File: config.mk
export PLATFORM = sky130hd
export DESIGN_NAME = sd_cmd_responder
export DESIGN_NICKNAME = d
export VERILOG_FILES = /design/src/rtl/sd_cmd_responder_pkg.sv /design/src/rtl/sd_crc7.sv /design/src/rtl/sd_cmd_responder.sv
export SDC_FILE = /design/constraint.sdc
export NUM_CORES = 1
export LEC_CHECK = 0
export ABC_AREA = 1
export ABC_CLOCK_PERIOD_IN_PS = 13200
export CAP_MARGIN = 15
export CORE_ASPECT_RATIO = 0.9
export CORE_MARGIN = 5
export CORE_UTILIZATION = 50
export DETAILED_ROUTE_END_ITERATION = 8
export PLACE_DENSITY = 0.71
export SYNTH_ARGS = -nofsm -noshare
export SYNTH_HDL_FRONTEND = slang
export SYNTH_HIERARCHICAL = 1
export SYNTH_SLANG_ARGS = --single-unit
File: constraint.sdc
create_clock -name clk -period 13.2 [get_ports clk]
set_clock_uncertainty 0.2 [all_clocks]
set_input_delay 2.64 -clock clk [delete_from_list [all_inputs] [get_ports clk]]
set_output_delay 2.64 -clock clk [all_outputs]
set_load 0.02 [all_outputs]
File: src/rtl/sd_cmd_responder_pkg.sv
// Shared state encoding, frame geometry and CRC7 helper for the SD CMD-line responder.
// Receive-side CRC checking is enabled by defining SD_RESP_CRC_CHECK_EN.
package sd_cmd_responder_pkg;

    localparam int unsigned SHORT_LEN = 48;
    localparam int unsigned LONG_LEN  = 136;
    localparam int unsigned IDX_W     = 6;
    localparam int unsigned ARG_W     = 32;
    localparam int unsigned CRC_W     = 7;
    localparam int unsigned PAYLOAD_W = 128;
    localparam int unsigned BIT_CNT_W = 8;
    localparam int unsigned NCR_W     = 7;
    localparam int unsigned RX_SR_W   = SHORT_LEN - 2;

    // Bit positions inside a 48-bit frame; the start bit is bit 47.
    localparam int unsigned POS_START = 47;
    localparam int unsigned POS_TRANS = 46;
    localparam int unsigned POS_IDX   = 40;
    localparam int unsigned POS_ARG   = 8;
    localparam int unsigned POS_CRC   = 1;
    localparam int unsigned POS_END   = 0;

    localparam logic [IDX_W-1:0] R2_HEADER = 6'b111111;
    localparam logic [CRC_W-1:0] CRC7_POLY = 7'h09;

    typedef enum logic [2:0] {
        ST_IDLE,
        ST_RX,
        ST_DELIVER,
        ST_WAIT_RESP,
        ST_TX
    } state_t;

    // One serial CRC7 step (x^7 + x^3 + 1), MSB-first data.
    function automatic logic [CRC_W-1:0] crc7_step(input logic [CRC_W-1:0] crc, input logic din);
        logic fb;
        fb = din ^ crc[CRC_W-1];
        return {crc[CRC_W-2:0], 1'b0} ^ (fb ? CRC7_POLY : '0);
    endfunction

endpackage

File: src/rtl/sd_crc7.sv
// Serial CRC7 accumulator; clr restarts from zero and may absorb a bit in the same cycle.
module sd_crc7
    import sd_cmd_responder_pkg::*;
(
    input  logic             clk,
    input  logic             rst,
    input  logic             clr,
    input  logic             en,
    input  logic             din,
    output logic [CRC_W-1:0] crc
);

    always_ff @(posedge clk or posedge rst) begin
        if (rst) begin
            crc <= '0;
        end else if (clr) begin
            crc <= en ? crc7_step('0, din) : '0;
        end else if (en) begin
            crc <= crc7_step(crc, din);
        end
    end

endmodule

File: src/rtl/sd_cmd_responder.sv
// Card-side SD CMD-line endpoint: receives 48-bit commands, returns R1/R2 responses.
// Define SD_RESP_CRC_CHECK_EN to build the receive-side CRC7 checker.
module sd_cmd_responder
    import sd_cmd_responder_pkg::*;
#(
    parameter int unsigned RESP_DELAY = 2
) (
    input  logic                 clk,
    input  logic                 rst,
    input  logic                 cmd_in,
    output logic                 cmd_out,
    output logic                 cmd_oe,
    output logic                 cmd_valid,
    output logic [IDX_W-1:0]     cmd_index,
    output logic [ARG_W-1:0]     cmd_arg,
    output logic                 crc_err,
    input  logic                 resp_valid,
    output logic                 resp_ready,
    input  logic                 resp_long,
    input  logic [IDX_W-1:0]     resp_index,
    input  logic [ARG_W-1:0]     resp_arg,
    input  logic [PAYLOAD_W-1:0] resp_payload
);

    state_t               state, state_nxt;
    logic [RX_SR_W-1:0]   rx_sr, rx_sr_nxt;
    logic [BIT_CNT_W-1:0] rx_cnt, rx_cnt_nxt;
    logic [NCR_W-1:0]     ncr_cnt, ncr_cnt_nxt;
    logic [LONG_LEN-1:0]  tx_sr, tx_sr_nxt;
    logic [BIT_CNT_W-1:0] tx_left, tx_left_nxt;
    logic                 tx_long, tx_long_nxt;

    logic                 cmd_out_nxt, cmd_oe_nxt, cmd_valid_nxt, crc_err_nxt, resp_ready_nxt;
    logic [IDX_W-1:0]     cmd_index_nxt;
    logic [ARG_W-1:0]     cmd_arg_nxt;

    logic [SHORT_LEN-1:0] rx_frame;
    logic [LONG_LEN-1:0]  resp_frame;
    logic                 frame_bad, rx_crc_bad, report_drop, ncr_met;
    logic                 rx_crc_clr, rx_crc_en;
    logic                 tx_crc_clr, tx_crc_en, tx_crc_din;
    logic [CRC_W-1:0]     tx_crc;

    logic                 tx_go, long_src;
    logic [LONG_LEN-1:0]  sr_src;
    logic [BIT_CNT_W-1:0] left_src, drv_pos;
    logic                 unused_bits;

    // Complete frame as seen at the end-bit edge: implied start bit, shifted bits, live end bit.
    assign rx_frame  = {1'b0, rx_sr, cmd_in};
    assign frame_bad = !rx_frame[POS_TRANS] || !rx_frame[POS_END] || rx_crc_bad;
    assign ncr_met   = (ncr_cnt >= NCR_W'(RESP_DELAY));

    // Response frames are left-aligned so both lengths shift out of bit LONG_LEN-1.
    assign resp_frame = resp_long
        ? {2'b00, R2_HEADER, resp_payload[PAYLOAD_W-1:1], 1'b1}
        : {2'b00, resp_index, resp_arg, {CRC_W{1'b0}}, 1'b1, {(LONG_LEN-SHORT_LEN){1'b0}}};

`ifdef SD_RESP_CRC_CHECK_EN
    logic [CRC_W-1:0] rx_crc;

    sd_crc7 u_rx_crc (
        .clk (clk),
        .rst (rst),
        .clr (rx_crc_clr),
        .en  (rx_crc_en),
        .din (cmd_in),
        .crc (rx_crc)
    );

    assign rx_crc_bad  = (rx_crc != rx_frame[POS_CRC +: CRC_W]);
    assign report_drop = 1'b1;
`else
    assign rx_crc_bad  = 1'b0;
    assign report_drop = 1'b0;
`endif

    sd_crc7 u_tx_crc (
        .clk (clk),
        .rst (rst),
        .clr (tx_crc_clr),
        .en  (tx_crc_en),
        .din (tx_crc_din),
        .crc (tx_crc)
    );

    assign unused_bits = ^{rx_frame[POS_START], rx_frame[POS_CRC +: CRC_W], resp_payload[0],
                           rx_crc_clr, rx_crc_en};

    // Next-state and registered-output logic.
    always_comb begin
        state_nxt      = state;
        rx_sr_nxt      = rx_sr;
        rx_cnt_nxt     = rx_cnt;
        ncr_cnt_nxt    = ncr_cnt;
        tx_sr_nxt      = tx_sr;
        tx_left_nxt    = tx_left;
        tx_long_nxt    = tx_long;
        cmd_out_nxt    = cmd_out;
        cmd_oe_nxt     = cmd_oe;
        cmd_valid_nxt  = 1'b0;
        crc_err_nxt    = 1'b0;
        cmd_index_nxt  = cmd_index;
        cmd_arg_nxt    = cmd_arg;
        resp_ready_nxt = resp_ready;
        rx_crc_clr     = 1'b0;
        rx_crc_en      = 1'b0;
        tx_crc_clr     = 1'b0;
        tx_crc_en      = 1'b0;
        tx_crc_din     = 1'b0;
        tx_go          = 1'b0;
        sr_src         = tx_sr;
        left_src       = tx_left;
        long_src       = tx_long;
        drv_pos        = '0;

        if (!ncr_met) begin
            ncr_cnt_nxt = ncr_cnt + NCR_W'(1);
        end

        case (state)
            ST_IDLE: begin
                if (!cmd_in) begin
                    state_nxt  = ST_RX;
                    rx_cnt_nxt = BIT_CNT_W'(SHORT_LEN - 1);
                    rx_crc_clr = 1'b1;
                end
            end
            ST_RX: begin
                rx_sr_nxt  = {rx_sr[RX_SR_W-2:0], cmd_in};
                rx_cnt_nxt = rx_cnt - BIT_CNT_W'(1);
                rx_crc_en  = (rx_cnt > BIT_CNT_W'(POS_ARG));
                if (rx_cnt == BIT_CNT_W'(1)) begin
                    state_nxt   = ST_DELIVER;
                    ncr_cnt_nxt = NCR_W'(1);
                    if (frame_bad) begin
                        crc_err_nxt = report_drop;
                    end else begin
                        cmd_valid_nxt = 1'b1;
                        cmd_index_nxt = rx_frame[POS_IDX +: IDX_W];
                        cmd_arg_nxt   = rx_frame[POS_ARG +: ARG_W];
                    end
                end
            end
            ST_DELIVER: begin
                if (cmd_valid && (cmd_index != '0)) begin
                    state_nxt      = ST_WAIT_RESP;
                    resp_ready_nxt = 1'b1;
                end else begin
                    state_nxt = ST_IDLE;
                end
            end
            ST_WAIT_RESP: begin
                // A new host command takes priority over a pending response.
                if (!cmd_in) begin
                    state_nxt      = ST_RX;
                    rx_cnt_nxt     = BIT_CNT_W'(SHORT_LEN - 1);
                    rx_crc_clr     = 1'b1;
                    resp_ready_nxt = 1'b0;
                end else if (resp_valid && resp_ready) begin
                    state_nxt      = ST_TX;
                    resp_ready_nxt = 1'b0;
                    tx_crc_clr     = 1'b1;
                    tx_go          = 1'b1;
                    sr_src         = resp_frame;
                    long_src       = resp_long;
                    left_src       = resp_long ? BIT_CNT_W'(LONG_LEN) : BIT_CNT_W'(SHORT_LEN);
                end
            end
            ST_TX: begin
                tx_go = 1'b1;
            end
            default: begin
                state_nxt = ST_IDLE;
            end
        endcase

        // Shared serializer; the first bit may go out on the handshake edge itself.
        if (tx_go) begin
            tx_sr_nxt   = sr_src;
            tx_left_nxt = left_src;
            tx_long_nxt = long_src;
            if (left_src == '0) begin
                cmd_oe_nxt  = 1'b0;
                cmd_out_nxt = 1'b1;
                state_nxt   = ST_IDLE;
            end else if (ncr_met) begin
                drv_pos     = left_src - BIT_CNT_W'(1);
                cmd_oe_nxt  = 1'b1;
                tx_crc_din  = sr_src[LONG_LEN-1];
                tx_crc_en   = !long_src && (drv_pos >= BIT_CNT_W'(POS_ARG));
                if (!long_src && (drv_pos >= BIT_CNT_W'(POS_CRC)) && (drv_pos < BIT_CNT_W'(POS_ARG))) begin
                    cmd_out_nxt = tx_crc[3'(drv_pos - BIT_CNT_W'(POS_CRC))];
                end else begin
                    cmd_out_nxt = sr_src[LONG_LEN-1];
                end
                tx_sr_nxt   = {sr_src[LONG_LEN-2:0], 1'b0};
                tx_left_nxt = drv_pos;
            end
        end
    end

    always_ff @(posedge clk or posedge rst) begin
        if (rst) begin
            state      <= ST_IDLE;
            rx_sr      <= '0;
            rx_cnt     <= '0;
            ncr_cnt    <= '0;
            tx_sr      <= '0;
            tx_left    <= '0;
            tx_long    <= 1'b0;
            cmd_out    <= 1'b1;
            cmd_oe     <= 1'b0;
            cmd_valid  <= 1'b0;
            cmd_index  <= '0;
            cmd_arg    <= '0;
            crc_err    <= 1'b0;
            resp_ready <= 1'b0;
        end else begin
            state      <= state_nxt;
            rx_sr      <= rx_sr_nxt;
            rx_cnt     <= rx_cnt_nxt;
            ncr_cnt    <= ncr_cnt_nxt;
            tx_sr      <= tx_sr_nxt;
            tx_left    <= tx_left_nxt;
            tx_long    <= tx_long_nxt;
            cmd_out    <= cmd_out_nxt;
            cmd_oe     <= cmd_oe_nxt;
            cmd_valid  <= cmd_valid_nxt;
            cmd_index  <= cmd_index_nxt;
            cmd_arg    <= cmd_arg_nxt;
            crc_err    <= crc_err_nxt;
            resp_ready <= resp_ready_nxt;
        end
    end

endmodule
==> results of run 1 <==
-- worst reg2reg max path, delay by kind of cell, from the launching register on --
kind,cells,cell delay (ns)
flip-flops,1,0.44
buffers and inverters,3,1.89
AO/OA/AOI/OAI,1,0.10
AND/OR/NAND/NOR,11,1.88
-- layout by cell type (no fill, tap or decap), drive strengths merged, types with 39 or more instances in the layout --
master / n
clkdlybuf4s50: 211
dfrtp: 257
nor2: 143
inv: 174
nand2: 452
o21ai: 266
nand3: 47
clkbuf: 39
a22oi: 94
a21oi: 56
-- registers in the layout, indices dropped and copies added (netlist names) --
name,cells
tx_sr,136
rx_sr,46
cmd_arg,32
rx_cnt,8
tx_left,8
ncr_cnt,7
u_tx_crc/crc,7
cmd_index,6
state,3
cmd_oe,1
cmd_out,1
cmd_valid,1
resp_ready,1
tx_long,1
-- area by class of cell --
class	count	share of cell area, %
antenna	4	0.0609
clock buffer	39	4.89
clock inverter	12	0.975
inverter	175	4.08
multi-input combinational	1158	34.5
sequential	258	39.3
tap	354	2.70
timing repair buffer	224	13.5
-- where the power goes --
group	total, W	leakage (nW)	internal (W)	switching, W
sequential	0.000945	3.45	0.000890	0.0000549
clock	0.000820	0.481	0.000501	0.000319
combinational	0.000436	4.08	0.000158	0.000277
-- cell families after synthesis --
group | after synthesis
other cells | 1
simple gates | 658
compound gates | 488
mux | 1
buf+inv | 290
fa+ha+maj | 7
xor+xnor | 3
flops | 258
-- through the flow --
stage / worst slack [ns] / hold slack, ns / utilization (%) / total power [W] / instance area (um2)
finish: 6.35 / 0.270 / 61.4 / 0.00220 / 16400
detailed placement: 5.83 / 0.254 / 57.8 / 0.00139 / 15500
global route: 5.97 / 0.287 / 61.4 / 0.00233 / 16400
CTS: 6.39 / 0.269 / 61.4 / 0.00222 / 16400
floorplan: 3.46 / 0.234 / - / 0.00127 / 13400
global placement: 5.87 / 0.252 / 57.8 / 0.00138 / 15500
-- synth_stat cells, types with 6 or more instances --
cell      number  area (um2)
buf_6          8        90.1
nor3_1         6        30.0
clkbuf_1      66         248
inv_2         11        41.3
a22oi_1       94         706
nand2_1      444        1670
buf_8          9         135
o21a_1         6        45.0
nor2_1       132         495
inv_1        163         612
dfrtp_1      257        6430
a31oi_1       24         150
o22ai_1        7        43.8
nand3_1       45         225
ha_1           7        87.6
o21ai_1       93         465
o211ai_1      23         173
buf_2         21         105
o21ai_0      172         861
a21oi_1       54         270
-- layer usage --
metal  global-route usage, %  part of all wire [%]
met5                       0                 0.037
met4                    5.31                   1.8
met1                    31.9                    45
met3                    4.49                   6.2
met2                    35.8                    47
-- worst paths after layout --
kind / start / endpoint / slack, ns
min: rx_sr[4]$_DFFE_PP0P_ / rx_sr[4]$_DFFE_PP0P_ / 0.27
max in group asynchronous: rst / tx_long$_DFFE_PP0P_ / 8.05
min reg2reg: rx_sr[4]$_DFFE_PP0P_ / rx_sr[4]$_DFFE_PP0P_ / 0.27
max: cmd_in / u_tx_crc/crc[0]$_DFFE_PP0P_ / 6.35
min in group asynchronous: rst / u_tx_crc/crc[6]$_DFFE_PP0P_ / 2.31
max reg2reg: state[0]$_DFF_PP0_ / u_tx_crc/crc[0]$_DFFE_PP0P_ / 8.57
==> results_dict.tcl, run 1 <==
set metrics [dict create \
    grt_antenna_before_repair 3 \
    ios 214 \
    dp_hpwl_um 21300 \
    leakage_nw 8.01 \
    required_ns 13.40 \
    drc_errors 0 \
    ir_drop_mv 0.0997 \
    clock_sinks 258 \
    syn_area_mm2 0.0134 \
    grt.total_usage_pct 22.4 \
    r2r_cells 15 \
    cp_slowest_stage_delay_ns 0.89 \
    totalWireLength_um 34700 \
    multi_input_area_mm2 0.00567 \
    core_area_mm2 0.0267 \
    min_period_ns 6.85 \
    fillers 2414 \
    die_width_um 183 \
    fin_crit_sh_pct 51.9 \
    cts_root_buf "clkbuf_16" \
    worstPathMaxFanout 152 \
    viasPerCell 5.39 \
    clkTransAtPathRegs_ns 0.06 \
    initial_core_util_pct 50.3 \
    die_h_um 166 \
    fp-row-count 57 \
    async_flop_share_pct 100 \
    timing.critical_path.depth 16 \
    yosys_warnings 6 \
    whs_path_depth 2 \
    final_max_slew_viol_count 0 \
    ys_ff_latch 258 \
    synth.avg_cell_area_um2 7.88 \
    cts.repair.resized 0 \
    layout-drive-gt1-share_pct 5.31 \
    cts.path.max_buffers 3 \
    htree_levels 1 \
    p_per_area_mw_per_mm2 134 \
    post-place-cells 2169 \
    critPathCaptureType "register" \
    crit_slowest_cell "buf_4" \
    synthAdderAreaFrac_pct 0.652 \
    grt_max_degree 153 \
    yosys-mux-area-fraction_pct 0.0745 \
    grt_first_pass_wirelength_um 57400 \
    fin_nets 2023 \
    start_kind "input port" \
    first_pass_iters 5 \
    synthFlopType "dfrtp_1" \
    critPathKind "in -> reg" \
    tightest_slew_ns 1.11 \
    drtIter0Drc 1130 \
    vias 11989 \
    setup_viol 0 \
    ctsHoldBuffers 0 \
    synth_xor_area_share_pct 0.195 \
    syn2layout_area_growth_pct 22.2 \
    max_slew_margin_pct 26.0 \
    seq_area_frac_synth_pct 48.0 \
    cts_tree "yes" \
    synth_edf_count 0 \
    post_drt_wl_per_cell_um 15.6 \
    fin_tns_setup_ns 0 \
    final_hold_viol_count 0 \
    grt_pass1_vias 11453 \
    numCtsBuffers 28 \
    globalRouteOverflowTotal 0 \
    synth_top_family_by_area "compound AO/OA/AOI/OAI gates" \
    clk_latency_ns 0.53 \
    critical-path-top-delay-family "buffers and inverters" \
    rsz0062_at_grt "false" \
    crit_arrival_ns 7.05 \
    synth_compound_area_share_pct 21.1 \
    crit_chain "clkdlybuf4s50_1, inv_2, nor2_4, nand2_4, buf_4, nand3b_1, nor2_4, nand3_4, nor2_4, nor2_8, inv_6, nor3_1, inv_1, nand2_1, nand3_1, o211ai_1" \
    gp_congestion 0.815 \
    outcome "finished, final reports clean" \
    numPortBuffers 211 \
    post_cts_buffers 0 \
    stdcell_count 2224 \
    crit_buf_inv 5 \
    synth_cell_types 50 \
    crit_path_frequent_cell "nor2_4" \
    final-seq-area_mm2 0.00646 \
    postSynthCellCount 1706 \
    antenna_left 0 \
    syn_nets 1884 \
    yosys.area_share.simple_pct 20.0 \
    drv_cap 0 \
    die_area_mm2 0.0303 \
    hp-class "reg -> reg" \
    timing.fmax_mhz 146 \
]
Power figures use the tool's default switching activity.
==> run 2, diff against run 1 <==
- ABC_CLOCK_PERIOD_IN_PS: 13200 -> 5950
- CORE_UTILIZATION: 50 -> 49
- PLACE_DENSITY: 0.71 -> 0.73
- clock period: 13.2 -> 5.95 ns (I/O delays scaled with it)
==> run 2 against run 1 <==
Sequential power up 120%. Cell area grew 1.1%. Core utilization barely moved. Worst setup slack lost 4.8 ns. Non-clock buffer count grew 7. Die area rose by 1.9%. Flip-flop and latch count stayed put. Critical path type unchanged.
==> results_dict.tcl, run 2 (synthesized netlist as in run 1, its figures left out) <==
set metrics [dict create \
    start_kind "input port" \
    p_sw_share_pct 28.8 \
    gp_congestion 0.822 \
    clockPowerShare_pct 38.8 \
    cts_tree "yes" \
    crit_chain "clkdlybuf4s50_1, inv_2, nor2_4, nand2_4, inv_2, nor2_1, inv_1, ha_1, nand2_4, nor2_4, nand3_4, nor2_4, nor2_8, inv_6, nor3_1, inv_1, nand2_1, nand3_1, nand3_1, nand2_1" \
    vias 11898 \
    min_period_ns 4.45 \
    final_cell_mix "nand2_1, dfrtp_1, clkdlybuf4s50_1" \
    internal_power_w 0.00356 \
    syn2layout_area_growth_pct 23.5 \
    layout-drive-gt1-share_pct 5.98 \
    post_cts_buffers 0 \
    max_slew_margin_pct 21.6 \
    critPathKind "in -> reg" \
    final_hold_viol_count 0 \
    drc_errors 0 \
    grt_max_degree 137 \
    ir_drop_mv 0.200 \
    core_area_mm2 0.0270 \
    timing.fmax_mhz 225 \
    hp-class "reg -> reg" \
    ios 214 \
    die_area_mm2 0.0309 \
    fin_nets 2030 \
    critical-path-top-delay-family "simple AND/OR/NAND/NOR gates" \
    critPathCaptureType "register" \
    total_power_w 0.00500 \
    antenna_left 0 \
    cp_slowest_stage_delay_ns 0.54 \
    top_register "tx_sr" \
    clk_latency_ns 0.53 \
    leakage_nw 8.10 \
    die_width_um 185 \
    numCtsBuffers 28 \
    crit_buf_inv 6 \
    dp_hpwl_um 21200 \
    outcome "finished, final reports clean" \
    viasPerCell 5.33 \
    globalRouteOverflowTotal 0 \
    grt_first_pass_wirelength_um 55600 \
    fin_crit_sh_pct 74.8 \
    r2r_cells 19 \
    grt_pass1_vias 11372 \
    die_h_um 167 \
    fp-row-count 57 \
    worstPathMaxFanout 64 \
    drv_cap 0 \
    crit_slowest_cell "clkdlybuf4s50_1" \
    grt.total_usage_pct 21.1 \
    timing.critical_path.depth 20 \
    initial_core_util_pct 49.7 \
    cts.path.max_buffers 3 \
    crit_path_frequent_cell "nor2_4" \
    numPortBuffers 211 \
    switching_power_w 0.00144 \
    clock_sinks 258 \
    clkTransAtPathRegs_ns 0.06 \
    cts_root_buf "clkbuf_16" \
    final_common_cell "nand2_1" \
    setup_viol 0 \
    drtIter0Drc 1138 \
    largest_registers "tx_sr: 136 flops, rx_sr: 46 flops, cmd_arg: 32 flops" \
    htree_levels 1 \
    rsz0062_at_grt "false" \
    cts.repair.resized 0 \
    totalWireLength_um 33600 \
    p_seq_share_pct 42.0 \
    post_drt_wl_per_cell_um 15.1 \
    whs_path_depth 2 \
    ctsHoldBuffers 0 \
    crit_arrival_ns 4.68 \
    grt_antenna_before_repair 3 \
    largest_reg_flops 136 \
    fin_tns_setup_ns 0 \
    p_comb_share_pct 19.3 \
    required_ns 6.18 \
    first_pass_iters 6 \
    p_per_area_mw_per_mm2 301 \
    final_max_slew_viol_count 0 \
    tightest_slew_ns 1.18 \
]
[run 2: cell types whose count changed in the layout (fill, tap and decap cells not counted), moves of 2 or more]
| cell | delta |
|---|---|
| buf_12 | +3 |
| buf_4 | +4 |
| clkbuf_1 | -5 |
| clkbuf_8 | +6 |
| clkinv_2 | -3 |
| clkinvlp_4 | +2 |
[run 2: layer usage]
layer / part of all wire [%] / vias up / track usage [%]
met1: 45 / 5572 / 31.1
met4: 2.6 / 2 / 5.53
met5: 0.039 / - / 0
li1: - / 5924 / -
met3: 6.7 / 56 / 4.49
met2: 45 / 344 / 32.0
[run 2: metrics by stage]
step | area (um2) | hold slack [ns] | setup slack (ns) | utilization [%] | cells
4_1_cts | 16600 | 0.273 | 1.51 | 61.4 | 2228
3_5_place_dp | 15500 | 0.259 | 0.946 | 57.5 | 2176
6_report | 16600 | 0.268 | 1.50 | 61.4 | 2231
5_1_grt | 16600 | 0.294 | 1.19 | 61.4 | 2230
3_3_place_gp | 15500 | 0.254 | 0.998 | 57.5 | 2176
2_1_floorplan | 13400 | 0.234 | 1.26 | - | 1706
[run 2: power groups by stage]
| stage | combinational, W | sequential, W | clock (W) |
|---|---|---|---|
| 6_report | 0.000962 | 0.00210 | 0.00194 |
| 4_1_cts | 0.000972 | 0.00210 | 0.00198 |
| 2_1_floorplan | 0.000722 | 0.00210 | 0 |
| 3_5_place_dp | 0.000965 | 0.00212 | 0 |
| 5_1_grt | 0.00112 | 0.00212 | 0.00206 |
| 3_3_place_gp | 0.000942 | 0.00212 | 0 |
[run 2: final timing paths]
path	to	slack (ns)	start
worst max-delay path	u_tx_crc/crc[3]$_DFFE_PP0P_	1.50	cmd_in
worst min-delay path	rx_sr[1]$_DFFE_PP0P_	0.27	rx_sr[1]$_DFFE_PP0P_
worst max register to register	u_tx_crc/crc[3]$_DFFE_PP0P_	2.30	resp_ready$_DFFE_PP0P_
worst min register to register	rx_sr[1]$_DFFE_PP0P_	0.27	rx_sr[1]$_DFFE_PP0P_
max in group asynchronous	tx_sr[19]$_DFFE_PP0P_	3.39	rst
min in group asynchronous	u_tx_crc/crc[4]$_DFFE_PP0P_	0.77	rst
[run 2: worst register-to-register path: stages, from the launching register on]
cell and delay [ns]:
dfrtp_1 0.38, nand2_1 0.20, nor2_4 0.06, nand2_4 0.17, inv_2 0.06, nor2_1 0.16, inv_1 0.09, ha_1 0.25
nand2_4 0.10, nor2_4 0.05, nand3_4 0.08, nor2_4 0.06, nor2_8 0.38, inv_6 0.32, nor3_1 0.53, inv_1 0.13
nand2_1 0.12, nand3_1 0.08, nand3_1 0.09, nand2_1 0.05
[run 2: layout make-up]
class,count,area (um2)
antenna,3,7.51
clock buffer,40,867
clock inverter,12,191
fill,2399,10400
inverter,175,667
multi-input combinational,1158,5670
sequential,258,6460
tap,354,443
timing repair buffer,231,2300
